$ cat src/rtl/fg_pkg.sv
// Shared constants and types for the function-generator DAC write path.
package fg_pkg;

  localparam int         FRAME_W    = 16;
  localparam logic [3:0] DAC_CMD_WU = 4'b0011;

  typedef enum logic [1:0] {
    IDLE  = 2'd0,
    LOAD  = 2'd1,
    SHIFT = 2'd2,
    GAP   = 2'd3
  } seq_state_t;

endpackage

$ cat src/rtl/fg_spi_shifter.sv
// MSB-first SPI frame serialiser: CS frames the transfer, SCLK idles low and is
// divided from the system clock, MOSI moves on the SCLK falling edge.
module fg_spi_shifter #(
  parameter int FRAME_W = 16,
  parameter int CLK_DIV = 2
) (
  input  logic               clk_i,
  input  logic               reset_i,
  input  logic               load_i,
  input  logic [FRAME_W-1:0] frame_i,
  output logic               done_o,
  output logic               cs_n_o,
  output logic               sclk_o,
  output logic               mosi_o
);

  localparam int BIT_W = $clog2(FRAME_W) + 1;
  localparam int DIV_W = $clog2(CLK_DIV) + 1;
  localparam logic [BIT_W-1:0] BIT_LAST = BIT_W'(FRAME_W - 1);
  localparam logic [DIV_W-1:0] DIV_LAST = DIV_W'(CLK_DIV - 1);

  logic               active_q;
  logic [FRAME_W-1:0] sreg_q;
  logic [BIT_W-1:0]   bit_q;
  logic [DIV_W-1:0]   div_q;
  logic               sclk_q;
  logic               cs_n_q;
  logic               mosi_q;
  logic               div_end_s;

  assign div_end_s = active_q & (div_q == DIV_LAST);
  // High in the final SCLK-high half period: the edge that releases CS.
  assign done_o    = div_end_s & sclk_q & (bit_q == BIT_LAST);
  assign cs_n_o    = cs_n_q;
  assign sclk_o    = sclk_q;
  assign mosi_o    = mosi_q;

  always_ff @(posedge clk_i) begin
    if (reset_i) begin
      active_q <= 1'b0;
      sreg_q   <= '0;
      bit_q    <= '0;
      div_q    <= '0;
      sclk_q   <= 1'b0;
      cs_n_q   <= 1'b1;
      mosi_q   <= 1'b0;
    end else if (load_i) begin
      active_q <= 1'b1;
      sreg_q   <= frame_i;
      bit_q    <= '0;
      div_q    <= '0;
      sclk_q   <= 1'b0;
      cs_n_q   <= 1'b0;
      mosi_q   <= frame_i[FRAME_W-1];
    end else if (div_end_s) begin
      div_q <= '0;
      if (!sclk_q) begin
        sclk_q <= 1'b1;
      end else begin
        sclk_q <= 1'b0;
        if (bit_q == BIT_LAST) begin
          active_q <= 1'b0;
          cs_n_q   <= 1'b1;
          mosi_q   <= 1'b0;
        end else begin
          bit_q  <= bit_q + BIT_W'(1);
          sreg_q <= {sreg_q[FRAME_W-2:0], 1'b0};
          mosi_q <= sreg_q[FRAME_W-2];
        end
      end
    end else if (active_q) begin
      div_q <= div_q + DIV_W'(1);
    end else begin
      div_q <= '0;
    end
  end

endmodule

$ cat src/rtl/fg_dac_sequencer.sv
// Arbitrates sample ticks and config writes onto the shared SPI DAC and
// sequences each frame through LOAD, SHIFT and an inter-frame GAP.
module fg_dac_sequencer
  import fg_pkg::*;
#(
  parameter int DATA_W     = FRAME_W - 4,
  parameter int CLK_DIV    = 2,
  parameter int STARVE_MAX = 4
) (
  input  logic               fg_clk_i,
  input  logic               reset_i,
  input  logic               ready_i,
  input  logic               enable_i,
  input  logic [DATA_W-1:0]  sample_i,
  input  logic               cfg_req_i,
  input  logic [FRAME_W-1:0] cfg_word_i,
  output logic               cfg_gnt_o,
  output logic               cfg_done_o,
  output logic               dac_cs_n_o,
  output logic               dac_sclk_o,
  output logic               dac_mosi_o,
  output logic               busy_o,
  output logic               overrun_o
);

  localparam int DIV_W    = $clog2(CLK_DIV) + 1;
  localparam int STARVE_W = $clog2(STARVE_MAX + 1);
  localparam logic [DIV_W-1:0]    GAP_LAST   = DIV_W'(CLK_DIV - 1);
  localparam logic [STARVE_W-1:0] STARVE_TOP = STARVE_W'(STARVE_MAX);

  seq_state_t          state_q, state_d;
  logic                armed_q;
  logic                pending_q;
  logic [DATA_W-1:0]   pend_buf_q;
  logic                src_cfg_q;
  logic [STARVE_W-1:0] starve_q;
  logic [DIV_W-1:0]    gap_q, gap_d;
  logic                cfg_gnt_q, cfg_done_q, busy_q, overrun_q;

  logic               start_s, pick_sample_s, consume_s, shift_done_s;
  logic [FRAME_W-1:0] frame_s;

  assign start_s       = armed_q & (pending_q | cfg_req_i);
  // A held config request wins once STARVE_MAX samples have gone ahead of it.
  assign pick_sample_s = pending_q & ~(cfg_req_i & (starve_q == STARVE_TOP));
  assign consume_s     = (state_q == LOAD) & ~src_cfg_q;
  assign frame_s       = src_cfg_q ? cfg_word_i : {DAC_CMD_WU, pend_buf_q};
  assign gap_d         = (state_q == GAP) ? gap_q + DIV_W'(1) : '0;

  always_comb begin
    state_d = state_q;
    case (state_q)
      IDLE:    state_d = start_s ? LOAD : IDLE;
      LOAD:    state_d = SHIFT;
      SHIFT:   state_d = shift_done_s ? GAP : SHIFT;
      GAP:     state_d = (gap_q == GAP_LAST) ? IDLE : GAP;
      default: state_d = IDLE;
    endcase
  end

  always_ff @(posedge fg_clk_i) begin
    if (reset_i) begin
      state_q    <= IDLE;
      armed_q    <= 1'b0;
      pending_q  <= 1'b0;
      pend_buf_q <= '0;
      src_cfg_q  <= 1'b0;
      starve_q   <= '0;
      gap_q      <= '0;
      cfg_gnt_q  <= 1'b0;
      cfg_done_q <= 1'b0;
      busy_q     <= 1'b0;
      overrun_q  <= 1'b0;
    end else begin
      state_q    <= state_d;
      gap_q      <= gap_d;
      busy_q     <= (state_d != IDLE);
      armed_q    <= armed_q | ready_i;
      cfg_gnt_q  <= (state_q == IDLE) & start_s & ~pick_sample_s;
      cfg_done_q <= src_cfg_q & (state_d == GAP) & (gap_d == GAP_LAST);

      if ((state_q == IDLE) && start_s) begin
        src_cfg_q <= ~pick_sample_s;
      end

      if ((state_q == IDLE) && !cfg_req_i) begin
        starve_q <= '0;
      end else if ((state_q == LOAD) && src_cfg_q) begin
        starve_q <= '0;
      end else if (consume_s && cfg_req_i && (starve_q != STARVE_TOP)) begin
        starve_q <= starve_q + STARVE_W'(1);
      end

      // A new tick in the LOAD cycle refills the slot being emptied: no overrun.
      if (armed_q && enable_i) begin
        pend_buf_q <= sample_i;
        pending_q  <= 1'b1;
        overrun_q  <= pending_q & ~consume_s;
      end else begin
        overrun_q  <= 1'b0;
        if (consume_s) begin
          pending_q <= 1'b0;
        end
      end
    end
  end

  fg_spi_shifter #(
    .FRAME_W (FRAME_W),
    .CLK_DIV (CLK_DIV)
  ) u_shifter (
    .clk_i   (fg_clk_i),
    .reset_i (reset_i),
    .load_i  (state_q == LOAD),
    .frame_i (frame_s),
    .done_o  (shift_done_s),
    .cs_n_o  (dac_cs_n_o),
    .sclk_o  (dac_sclk_o),
    .mosi_o  (dac_mosi_o)
  );

  assign cfg_gnt_o  = cfg_gnt_q;
  assign cfg_done_o = cfg_done_q;
  assign busy_o     = busy_q;
  assign overrun_o  = overrun_q;

endmodule

$ cat config.mk
export PLATFORM = sky130hd
export DESIGN_NAME = fg_dac_sequencer
export DESIGN_NICKNAME = d
export VERILOG_FILES = /design/src/rtl/fg_pkg.sv /design/src/rtl/fg_spi_shifter.sv /design/src/rtl/fg_dac_sequencer.sv
export SDC_FILE = /design/constraint.sdc
export NUM_CORES = 1
export LEC_CHECK = 0
export ABC_AREA = 1
export BUFFER_PORTS_ARGS = -buffer_cell sky130_fd_sc_hd__buf_2
export CAP_MARGIN = 20
export CORE_MARGIN = 2
export CORE_UTILIZATION = 39
export CTS_CLUSTER_SIZE = 28
export DETAILED_ROUTE_END_ITERATION = 12
export SLEW_MARGIN = 20
export SYNTH_ARGS = -nofsm -noshare
export SYNTH_HDL_FRONTEND = slang
export SYNTH_HIERARCHICAL = 1
export SYNTH_SLANG_ARGS = --single-unit
$ cat constraint.sdc
create_clock -name fg_clk_i -period 3.08 [get_ports fg_clk_i]
set_input_delay 0.154 -clock fg_clk_i [delete_from_list [all_inputs] [get_ports fg_clk_i]]
set_output_delay 0.154 -clock fg_clk_i [all_outputs]
set_load 0.005 [all_outputs]
==> impl_results.rst, run 1 <==
.. list-table::
   :header-rows: 1

   * - Metric
     - Value
   * - Run status
     - finished, final reports clean
   * - Largest net degree at the start of global routing
     - 35
   * - Placed cells
     - 459
   * - Achievable frequency
     - 0.488 GHz
   * - Sequential cell area fraction in the yosys report
     - 0.416
   * - Total CTS buffers
     - 5
   * - Via-per-instance ratio
     - 4.67
   * - Class of the worst hold path
     - input pin to flop
   * - Hold-critical path depth
     - 3
   * - H-tree lvl count
     - 2
   * - Hold buffers post-CTS
     - 0
   * - Post-synthesis instance area
     - 0.00250 mm²
   * - Least-Margin Pin Slew
     - 0.726 ns
   * - Final setup skew
     - 0.00418 ns
   * - Initial Util
     - 0.398
   * - Routed wire per std cell
     - 10.3 µm
   * - Minimum setup slack among reg-to-reg paths
     - 1.03 ns
   * - Final worst path period need
     - 2.05 ns
   * - Port Buffer Count
     - 39
   * - CTS tree
     - built
   * - GR met2 Demand/Resource
     - 0.210
   * - Final worst slack
     - 1.03 ns
   * - Launch instance of the worst min-delay path
     - ready_i
   * - Syn_area_per_cell
     - 6.93 µm²
   * - Detailed placer's ending HPWL
     - 3420 µm
   * - Std-Cell Core Area
     - 0.00628 mm²
   * - Setup repair after global routing missed its margin
     - no
   * - Design area
     - 0.00272 mm²
   * - Post-synthesis cell count
     - 361
   * - Setup crit end kind
     - flop
   * - Clk sinks
     - 52
   * - Clock latency at the later pin of the worst-skew pair
     - 0.29 ns
   * - Count of unresolved DRC violations after routing
     - 0
   * - Die Width
     - 84.1 µm
   * - Final-stage net count
     - 428
   * - Floorplan row count
     - 29
   * - Post-synthesis net count
     - 400
   * - Pre-Repair DR Iteration Count
     - 4
   * - Setup Fix Bufs, Post-CTS
     - 0
   * - End of the worst hold path
     - armed_q
   * - Number of hold-slack violations in the final timing report
     - 0
   * - Final Instance Count excl. Fillers
     - 464
   * - Worst reg2reg path depth
     - 6
   * - Worst slack after detailed placement
     - 1.03 ns
   * - Post-route fraction of the period consumed by the critical path
     - 0.665
   * - GR Util All Layers
     - 0.145
   * - Number of antenna violations at the first check in global routing
     - 0
   * - Root buffer cell
     - clkbuf_8
   * - Crit-path max FO
     - 34
   * - Die boundary height
     - 84.1 µm
   * - Clock-pin slew on the worst setup and hold paths
     - 0.08 ns
   * - Initial DRC Count
     - 77
   * - Number of primary I/O pins
     - 40
   * - Tot Pwr
     - 1.18 mW
   * - Met3 track utilization from global routing
     - 0.0455
   * - Leak
     - 1.25 nW
   * - Worst slew slack as a fraction of its limit
     - 0.515
   * - Critical Setup Path Class
     - flop to flop
   * - Die area
     - 0.00707 mm²
   * - Total of endpoints with negative setup slack in the final report
     - 0
   * - Data arrival time of the worst path
     - 2.28 ns
   * - Number of register bits inferred by synthesis
     - 52
   * - Cell Area, Placed
     - 0.00265 mm²
   * - Via count
     - 2166
   * - Worst Setup Start Kind
     - flop
   * - GPL Wtd Cong
     - 0.771
   * - Post-cts resize count
     - 0
   * - Remaining Overflow, GRT
     - 0
   * - Total of max-cap violations
     - 0
   * - Pwr/cell area
     - 435 mW/mm²
   * - Startpoint of the worst register-to-register path
     - state_q[0]
   * - Wire length after detailed routing
     - 4770 µm
   * - Clock Path Buffers
     - 2
   * - Required arrival time at the worst endpoint
     - 3.31 ns
   * - Critical register-to-register path endpoint
     - u_shifter/sreg_q[13]
   * - Share of cells above drive strength 1
     - 0.165
   * - YS warnings
     - 6
   * - Peak VDD IR
     - 0.224 mV
   * - Met1 usage
     - 0.204
   * - Residual antenna-violating net count after detailed routing
     - 0
   * - # diodes
     - 0
   * - Grt peak-use layer
     - met2
   * - Sum Neg Setup Slack
     - 0 ns
   * - Post-synthesis to final-layout area growth
     - 8.70%
   * - Wire length of the first global-routing pass
     - 8550 µm
   * - Count of cell types in the netlist
     - 32
   * - Max-slew violations
     - 0
   * - Via count of the first global-routing pass
     - 1920
metrics by stage:
step	hold slack, ns	utilization
after floorplan	0.275	-
after global placement	0.366	0.422
after detailed placement	0.372	0.422
after CTS	0.0563	0.433
after global routing	0.0740	0.433
final	0.0658	0.433
per-layer routing:
layer | vias up | wire length (µm) | share of wire
li1 | 1184 | - | -
met1 | 925 | 2430 | 0.51
met2 | 47 | 2000 | 0.42
met3 | 10 | 246 | 0.052
met4 | 0 | 94 | 0.020
met5 | - | 0 | 0
worst max-delay path: stages, from the launching register on:
cell and delay [ns]:
dfxtp_1 0.52, nand2_4 0.10, inv_1 0.42, inv_2 0.37, nand2_2 0.34, nand2_1 0.09, a21oi_1 0.14
layout by cell type, fill, tap and decap left out, types with 5 or more instances in the layout:
cell	Yosys	layout
ha_1	6	6
clkbuf_8	0	5
o21ai_0	14	14
buf_2	5	39
nand2_1	121	121
dfxtp_1	52	52
o21ai_1	5	5
nand3_1	23	23
nand2_2	6	6
nor2_1	49	49
a21oi_1	20	20
inv_1	22	22
cells in the mapped netlist (all sizes together):
cell type	n	area [µm²]
o21ai	19	95.1
nor2	52	213
or2	3	18.8
nand4	2	12.5
xor2	1	8.76
dfxtp	52	1040
inv	26	100
clkbuf	3	12.5
clkinv	1	3.75
ha	6	75.1
a21oi	23	126
and3	2	12.5
nor3	2	10.0
a31oi	1	6.26
buf	15	130
nand3	24	125
nand2	128	503
a21boi	1	7.51
where the power goes:
part	internal, mW	total (mW)	switching (mW)
sequential	0.692	0.711	0.0186
clock	0.147	0.347	0.200
combinational	0.0490	0.125	0.0764
total	0.888	1.18	0.295
worst max path at each step:
stage,start,to,slack (ns),cells after the start
CTS,state_q[0],u_shifter/sreg_q[4],1.01,6
global placement,state_q[0],u_shifter/sreg_q[1],1.11,6
global route,state_q[0],u_shifter/sreg_q[5],0.76,6
floorplan,u_shifter/bit_q[0],u_shifter/bit_q[1],1.46,9
finish,state_q[0],u_shifter/sreg_q[13],1.03,6
detailed placement,state_q[0],u_shifter/sreg_q[13],1.03,6
cell type report:
cell class	count	area (µm²)
clock buffer	5	68.8
fill	693	3560
inverter	27	104
multi-input combinational	264	1210
sequential	52	1040
tap	77	96.3
timing repair buffer	39	195
cell families after synthesis:
logic type | count (synthesis) | share of synthesized area
adders and majority gates | 6 | 0.0300
buffers and inverters | 45 | 0.0985
xor gates and xnor gates | 1 | 0.00350
and+or+nand+nor | 213 | 0.358
DFF | 52 | 0.416
AOI/OAI and AO/OA | 44 | 0.0941
state kept, by name (all words and copies together), names as in the netlist, 2 cells and up:
name and count:
gap_q 2, pend_buf_q 12, starve_q 3, state_q 2, u_shifter/bit_q 5, u_shifter/div_q 2
u_shifter/sreg_q 15
No activity file was read; power rests on OpenSTA's default activity.
==> run 2: changes to the inputs <==
ABC_AREA = 0   (was 1)
clock period = 1.9 ns   (was 3.08 ns; I/O delays follow)
==> run 2 against run 1 <==
Net effect:
- via count decreased by 6.2%
- largest cell class unchanged
- clock-buffer cell count unchanged
- maximum frequency increased by 13%
- global-route usage increased by 0.43 points
- core utilization increased by 3.9 points
- critical endpoint is now u_shifter/sreg_q[14]
- highest routed layer unchanged
- synthesized cell count decreased by 24%
==> impl_results.rst, run 2 <==
.. list-table::
   :header-rows: 1

   * - Metric
     - Value
   * - Run status
     - finished, final reports clean
   * - Total of endpoints with negative setup slack in the final report
     - 0
   * - GR Util All Layers
     - 0.150
   * - Critical Setup Path Class
     - flop to flop
   * - Data arrival time of the worst path
     - 2.00 ns
   * - Achievable frequency
     - 0.550 GHz
   * - CP peak stage delay
     - 0.35 ns
   * - YS warnings
     - 6
   * - Total CTS buffers
     - 5
   * - Top flop regs
     - u_shifter/sreg_q: 15 flops, pend_buf_q: 12 flops, u_shifter/bit_q: 5 flops
   * - Proportion of netlist area held by the largest area contributor
     - 0.421
   * - Number of hold-slack violations in the final timing report
     - 0
   * - Tot Pwr
     - 2.05 mW
   * - Wire length of the first global-routing pass
     - 8690 µm
   * - Post-route fraction of the period consumed by the critical path
     - 0.957
   * - Buffers plus inverters on the worst setup path
     - 1
   * - Pre-Repair DR Iteration Count
     - 5
   * - Pwr/cell area
     - 697 mW/mm²
   * - Critical-path cell list
     - ha_4, and3_4, ha_4, and4b_2, buf_12, nor3_1, a2111oi_1
   * - Class of the worst hold path
     - input pin to flop
   * - Post-synthesis instance area
     - 0.00247 mm²
   * - Via count of the first global-routing pass
     - 1943
   * - Initial DRC Count
     - 65
   * - Post-synthesis xor/xnor area fraction
     - 0.00708
   * - List of most frequent post-synthesis cells
     - dfxtp_1, nand2_1, nor3_1
   * - Final setup skew
     - 0.0113 ns
   * - Initial Util
     - 0.396
   * - Cell count along the critical path
     - 7
   * - # diodes
     - 0
   * - Post-synthesis cell count
     - 276
   * - Via count
     - 2032
   * - Critical register-to-register path endpoint
     - u_shifter/sreg_q[14]
   * - Die Width
     - 83.6 µm
   * - Share of cell area taken by muxes after synthesis
     - 0.0546
   * - Most frequent cells in the layout
     - dfxtp_1, buf_2, nand2_1
   * - Die boundary height
     - 83.6 µm
   * - Largest net degree at the start of global routing
     - 31
   * - EDFF count, synth
     - 0
   * - Setup crit end kind
     - flop
   * - Share of cells above drive strength 1
     - 0.308
   * - Number of register bits inferred by synthesis
     - 52
   * - Root buffer cell
     - clkbuf_8
   * - Compound-gate portion of the synthesized area
     - 0.169
   * - Simple-gate area share of the yosys netlist
     - 0.230
   * - Leading cell type in the layout, fill and taps excluded
     - dfxtp_1
   * - Leak
     - 1.14 nW
   * - Worst setup endpoint
     - u_shifter/sreg_q[14]
   * - Minimum setup slack among reg-to-reg paths
     - 0.08 ns
   * - Commonest register cell after synthesis
     - dfxtp_1
   * - Clock latency at the later pin of the worst-skew pair
     - 0.30 ns
   * - Startpoint of the worst register-to-register path
     - u_shifter/bit_q[1]
   * - Clock-pin slew on the worst setup and hold paths
     - 0.10 ns
   * - Residual antenna-violating net count after detailed routing
     - 0
   * - Required arrival time at the worst endpoint
     - 2.08 ns
   * - Worst Setup Start Kind
     - flop
   * - H-tree lvl count
     - 2
   * - Top cells by area in the synthesized netlist
     - dfxtp_1, a2111oi_2, mux2_2
   * - Number of antenna violations at the first check in global routing
     - 0
   * - Count of filler cells inserted in the layout
     - 629
   * - Syn_area_per_cell
     - 8.96 µm²
   * - Max-slew violations
     - 0
   * - Std-Cell Core Area
     - 0.00624 mm²
   * - Count of unresolved DRC violations after routing
     - 0
   * - Count of cell types in the netlist
     - 41
   * - Max reg flops
     - 15
   * - Worst reg2reg path depth
     - 7
   * - Worst slew slack as a fraction of its limit
     - 0.697
   * - Most used cell, CP
     - ha_4
   * - Largest Register
     - u_shifter/sreg_q
   * - Least-Margin Pin Slew
     - 0.454 ns
   * - Die area
     - 0.00700 mm²
   * - GPL Wtd Cong
     - 0.741
   * - Total of max-cap violations
     - 0
   * - Number of primary I/O pins
     - 40
   * - Main combinational cell family by area after synthesis
     - simple AND/OR/NAND/NOR gates
   * - Wire length after detailed routing
     - 5100 µm
   * - CTS tree
     - built
   * - Cell type with the highest aggregate area in the netlist
     - dfxtp_1
   * - Floorplan row count
     - 29
   * - Via-per-instance ratio
     - 5.14
   * - Crit path max-delay family
     - simple AND/OR/NAND/NOR gates
   * - Cell with the most instances after synthesis
     - dfxtp_1
   * - Adder-Cell Fraction of Synth Area
     - 0.0303
   * - Clk sinks
     - 52
   * - Clock Path Buffers
     - 2
   * - Slowest cell on crit path
     - dfxtp_1
   * - Critical path launch point
     - u_shifter/bit_q[1]
   * - Post-synthesis net count
     - 315
   * - Remaining Overflow, GRT
     - 0
   * - Sum Neg Setup Slack
     - 0 ns
   * - Routed wire per std cell
     - 12.9 µm
   * - Port Buffer Count
     - 39
   * - Crit-path max FO
     - 8
   * - Detailed placer's ending HPWL
     - 3360 µm
   * - Final worst path period need
     - 1.82 ns
   * - Final-stage net count
     - 356
   * - Sequential cell area fraction in the yosys report
     - 0.421
   * - Ys async rst share
     - 0
   * - Post-synthesis to final-layout area growth
     - 19.1%
   * - Peak VDD IR
     - 0.342 mV
==> run 2: power breakdown <==
group          switching (mW)  leakage, nW  internal [mW]  total [mW]
registers              0.0309        0.423           1.13        1.16
logic                   0.128        0.666          0.123       0.250
clock network           0.375       0.0485          0.265       0.640
total                   0.533         1.14           1.52        2.05
==> run 2: area by class of cell <==
class / count / area (µm²) / share of cell area
Clock buffer: 5 / 68.8 / 0.0234
Inverter: 23 / 86.3 / 0.0293
Sequential cell: 52 / 1040 / 0.354
Clock inverter: 3 / 22.5 / 0.00765
Timing Repair Buffer: 54 / 369 / 0.125
Tap cell: 77 / 96.3 / 0.0327
Multi-Input combinational cell: 181 / 1260 / 0.428
==> run 2: worst min-delay path, cell delays in order <==
cell     delay [ns]
buf_2          0.09
nand2_1        0.05
a21oi_1        0.05
==> run 2: timing repair <==
action | CTS | global route
hold endpoints to repair | 1 | 0
buffers inserted | 2 | 2
gates cloned | 0 | 1
setup endpoints to repair | 4 | 10
hold buffers | 1 | 0
gates resized for setup | 1 | 10
pin swaps | 2 | 2
==> run 2: worst min path at each step <==
stage,from,end,slack (ns),cells after the start
global route,sample_i[2],pend_buf_q[2],0.009,3
global placement,ready_i,armed_q,0.31,3
finish,sample_i[10],pend_buf_q[10],0.02,3
CTS,sample_i[9],pend_buf_q[9],0.01,3
floorplan,reset_i,overrun_o,0.17,1
detailed placement,ready_i,armed_q,0.31,3
==> run 2: stage by stage <==
step           hold slack, ns  area [µm²]  setup slack, ns  cells  utilization
2_1_floorplan           0.173        2470            0.125    276            -
3_3_place_gp            0.310        2750           0.0189    381        0.440
3_5_place_dp            0.315        2750          -0.0259    381        0.440
4_1_cts                0.0114        2860           0.0322    392        0.459
5_1_grt               0.00899        2950          -0.0179    395        0.472
6_report               0.0182        2950           0.0810    395        0.472
==> run 2: kinds of logic after synthesis <==
| logic type | after synthesis |
|---|---|
| DFF | 52 |
| adders and majority gates | 6 |
| muxes | 12 |
| xor gates and xnor gates | 2 |
| AOI/OAI and AO/OA | 53 |
| buffers and inverters | 43 |
| and+or+nand+nor | 108 |
==> run 2: layer usage <==
metal	global-route usage	up-vias	routed length [µm]
li1	-	1039	-
met1	0.185	951	2300
met2	0.255	35	2580
met3	0.0415	7	163
met4	0.0440	0	62
met5	0	-	0
==> run 3: changes to the inputs <==
CORE_UTILIZATION = 56   (was 39)
PLACE_DENSITY = 0.79   (was not set)
==> run 3 against run 2 <==
Net effect:
- die area is 29% lower
- power is 4.8% higher
- clock-buffer cell count is 1 higher
- combinational power is 7% lower
- cell count is 6.8% lower
- sequential power hardly changed
- core utilization is 19 points higher
- sequential share of layout area is 1.0 points higher
- flip-flop and latch count stayed put
- register-to-register slack hardly changed
- global-route usage is 5.4 points higher
- critical path type unchanged
- critical endpoint is now u_shifter/sreg_q[1]
- highest routed layer unchanged
==> impl_results.rst, run 3 (synthesized netlist as in run 2, its figures left out) <==
.. list-table::
   :header-rows: 1

   * - Metric
     - Value
   * - Hold buffers post-CTS
     - 0
   * - Worst slack after detailed placement
     - -0.0639 ns
   * - Total area of multi-input combinational cells
     - 0.00123 mm²
   * - Cell count along the critical path
     - 7
   * - Peak VDD IR
     - 0.373 mV
   * - Initial Util
     - 0.576
   * - Hold-critical path depth
     - 3
   * - Final worst path period need
     - 1.83 ns
   * - Share of cells above drive strength 1
     - 0.297
   * - Worst reg2reg path depth
     - 7
   * - Critical register-to-register path endpoint
     - u_shifter/sreg_q[1]
   * - Switching power
     - 0.513 mW
   * - Max reg flops
     - 15
   * - Via-per-instance ratio
     - 5.58
   * - Clk sinks
     - 52
   * - GPL Wtd Cong
     - 0.791
   * - H-tree lvl count
     - 2
   * - Clock-pin slew on the worst setup and hold paths
     - 0.09 ns
   * - Floorplan row count
     - 24
   * - Die boundary height
     - 70.5 µm
   * - Required arrival time at the worst endpoint
     - 2.10 ns
   * - Die area
     - 0.00496 mm²
   * - Class of the worst hold path
     - input pin to flop
   * - Combinational Power Share
     - 0.108
   * - Pre-Repair DR Iteration Count
     - 4
   * - Remaining Overflow, GRT
     - 0
   * - Startpoint of the worst register-to-register path
     - u_shifter/bit_q[0]
   * - Most frequent cells in the layout
     - dfxtp_1, buf_2, nand2_1
   * - Slowest cell on crit path
     - and4b_2
   * - Fraction of power consumed by sequential logic
     - 0.545
   * - Worst slew slack as a fraction of its limit
     - 0.447
   * - Root buffer cell
     - clkbuf_8
   * - Internal power
     - 1.64 mW
   * - Number of antenna violations at the first check in global routing
     - 0
   * - Worst Setup Start Kind
     - flop
   * - # diodes
     - 0
   * - Least-Margin Pin Slew
     - 0.828 ns
   * - GR Util All Layers
     - 0.204
   * - Run status
     - finished, final reports clean
   * - Achievable frequency
     - 0.546 GHz
   * - Clock Path Buffers
     - 2
   * - Routed wire per std cell
     - 13.4 µm
   * - Total CTS buffers
     - 5
   * - Initial DRC Count
     - 72
   * - Die Width
     - 70.5 µm
   * - Via count
     - 2055
   * - Most used cell, CP
     - ha_2
   * - CP peak stage delay
     - 0.35 ns
   * - Met3 track utilization from global routing
     - 0.0375
   * - Leak
     - 1.13 nW
   * - Final-stage net count
     - 354
   * - Crit path max-delay family
     - simple AND/OR/NAND/NOR gates
   * - Largest Register
     - u_shifter/sreg_q
   * - Storage element area
     - 0.00104 mm²
   * - Post-synthesis to final-layout area growth
     - 15.6%
   * - Setup crit end kind
     - flop
   * - Top flop regs
     - u_shifter/sreg_q: 15 flops, pend_buf_q: 12 flops, u_shifter/bit_q: 5 flops
   * - Net switching share of the total power
     - 0.238
   * - Detailed placer's ending HPWL
     - 3350 µm
   * - Grt peak-use layer
     - met2
   * - End of the worst hold path
     - pend_buf_q[6]
   * - Crit-path max FO
     - 8
   * - Final setup skew
     - 0.0125 ns
   * - Count of filler cells inserted in the layout
     - 351
   * - Clk pwr share
     - 0.347
   * - Clock latency at the later pin of the worst-skew pair
     - 0.31 ns
   * - Std-Cell Core Area
     - 0.00429 mm²
   * - Post-route fraction of the period consumed by the critical path
     - 0.963
   * - CTS tree
     - built
   * - Buffers plus inverters on the worst setup path
     - 1
   * - Wire length after detailed routing
     - 4930 µm
   * - Minimum setup slack among reg-to-reg paths
     - 0.07 ns
   * - Data arrival time of the worst path
     - 2.03 ns
   * - Count of unresolved DRC violations after routing
     - 0
   * - Via count of the first global-routing pass
     - 1813
   * - Final worst slack
     - 0.0696 ns
   * - Critical Setup Path Class
     - flop to flop
   * - Pwr/cell area
     - 752 mW/mm²
   * - Leading cell type in the layout, fill and taps excluded
     - dfxtp_1
   * - Critical-path cell list
     - ha_2, and3_1, ha_2, and4b_2, buf_12, nor3_1, a2111oi_1
   * - Residual antenna-violating net count after detailed routing
     - 0
   * - Wire length of the first global-routing pass
     - 8140 µm
   * - Met1 usage
     - 0.250
   * - Tot Pwr
     - 2.15 mW
   * - Number of primary I/O pins
     - 40
   * - Total of endpoints with negative setup slack in the final report
     - 0
   * - Max-slew violations
     - 0
   * - Largest net degree at the start of global routing
     - 24
   * - GR met2 Demand/Resource
     - 0.360
   * - Number of hold-slack violations in the final timing report
     - 0
   * - Port Buffer Count
     - 39
   * - Total of max-cap violations
     - 0
   * - Launch instance of the worst min-delay path
     - sample_i[6]
[run 3: changes by cell type in the layout (fill, tap and decap cells not counted), moves of 2 or more]
cell / delta
a2111oi_0: +2
a2111oi_1: -2
buf_12: -2
ha_2: +2
ha_4: -2
[run 3: timing repair]
item,in CTS,in global routing
setup buffers,3,0
hold endpoints to repair,0,0
pin swaps,2,4
resized for setup,1,4
setup endpoints to repair,6,16
gates cloned,0,1
[run 3: power groups by stage]
stage	combinational (mW)	clock, mW	sequential [mW]
after CTS	0.234	0.763	1.17
after detailed placement	0.233	0	1.20
after floorplan	0.182	0	1.18
after global placement	0.226	0	1.20
after global routing	0.261	0.783	1.18
final	0.233	0.746	1.17
[run 3: final cells by class]
cell class / instances / share of cell area
well taps: 52 / 0.0228
clock buffers: 6 / 0.0254
multi-input cells: 181 / 0.431
clock inverters: 2 / 0.0123
inverters: 23 / 0.0302
repair buffers: 52 / 0.114
flip-flops and latches: 52 / 0.364
[run 3: worst min-delay path, cell delays in order]
cell	delay (ns)
buf_2	0.09
nand2_1	0.04
a21oi_1	0.05
[run 3: worst max path at each step]
| stage | from | to | slack [ns] |
|---|---|---|---|
| after floorplan | u_shifter/bit_q[0] | u_shifter/sreg_q[7] | 0.13 |
| after CTS | u_shifter/bit_q[0] | u_shifter/sreg_q[11] | 0.03 |
| after global placement | u_shifter/bit_q[0] | u_shifter/sreg_q[2] | 0.05 |
| after global routing | u_shifter/bit_q[1] | u_shifter/bit_q[4] | -0.01 |
| after detailed placement | u_shifter/bit_q[0] | u_shifter/sreg_q[2] | -0.06 |
| final | u_shifter/bit_q[0] | u_shifter/sreg_q[1] | 0.07 |
[run 3: metrics by stage]
step | area (µm²) | TNS, ns | utilization | cells | hold WS (ns)
6_report | 2860 | 0 | 0.666 | 368 | 0.0118
3_3_place_gp | 2690 | 0 | 0.626 | 356 | 0.306
4_1_cts | 2820 | 0 | 0.657 | 367 | 0.00404
3_5_place_dp | 2690 | -0.0639 | 0.626 | 356 | 0.327
5_1_grt | 2860 | -0.0646 | 0.666 | 368 | 0.00771
2_1_floorplan | 2470 | 0 | - | 276 | 0.173
[run 3: routing by layer]
| metal | part of all wire | routed length [µm] | up-vias |
|---|---|---|---|
| li1 | - | - | 1032 |
| met1 | 0.44 | 2200 | 985 |
| met2 | 0.51 | 2520 | 33 |
| met3 | 0.032 | 158 | 5 |
| met4 | 0.013 | 62 | 0 |
| met5 | 0 | 0 | - |
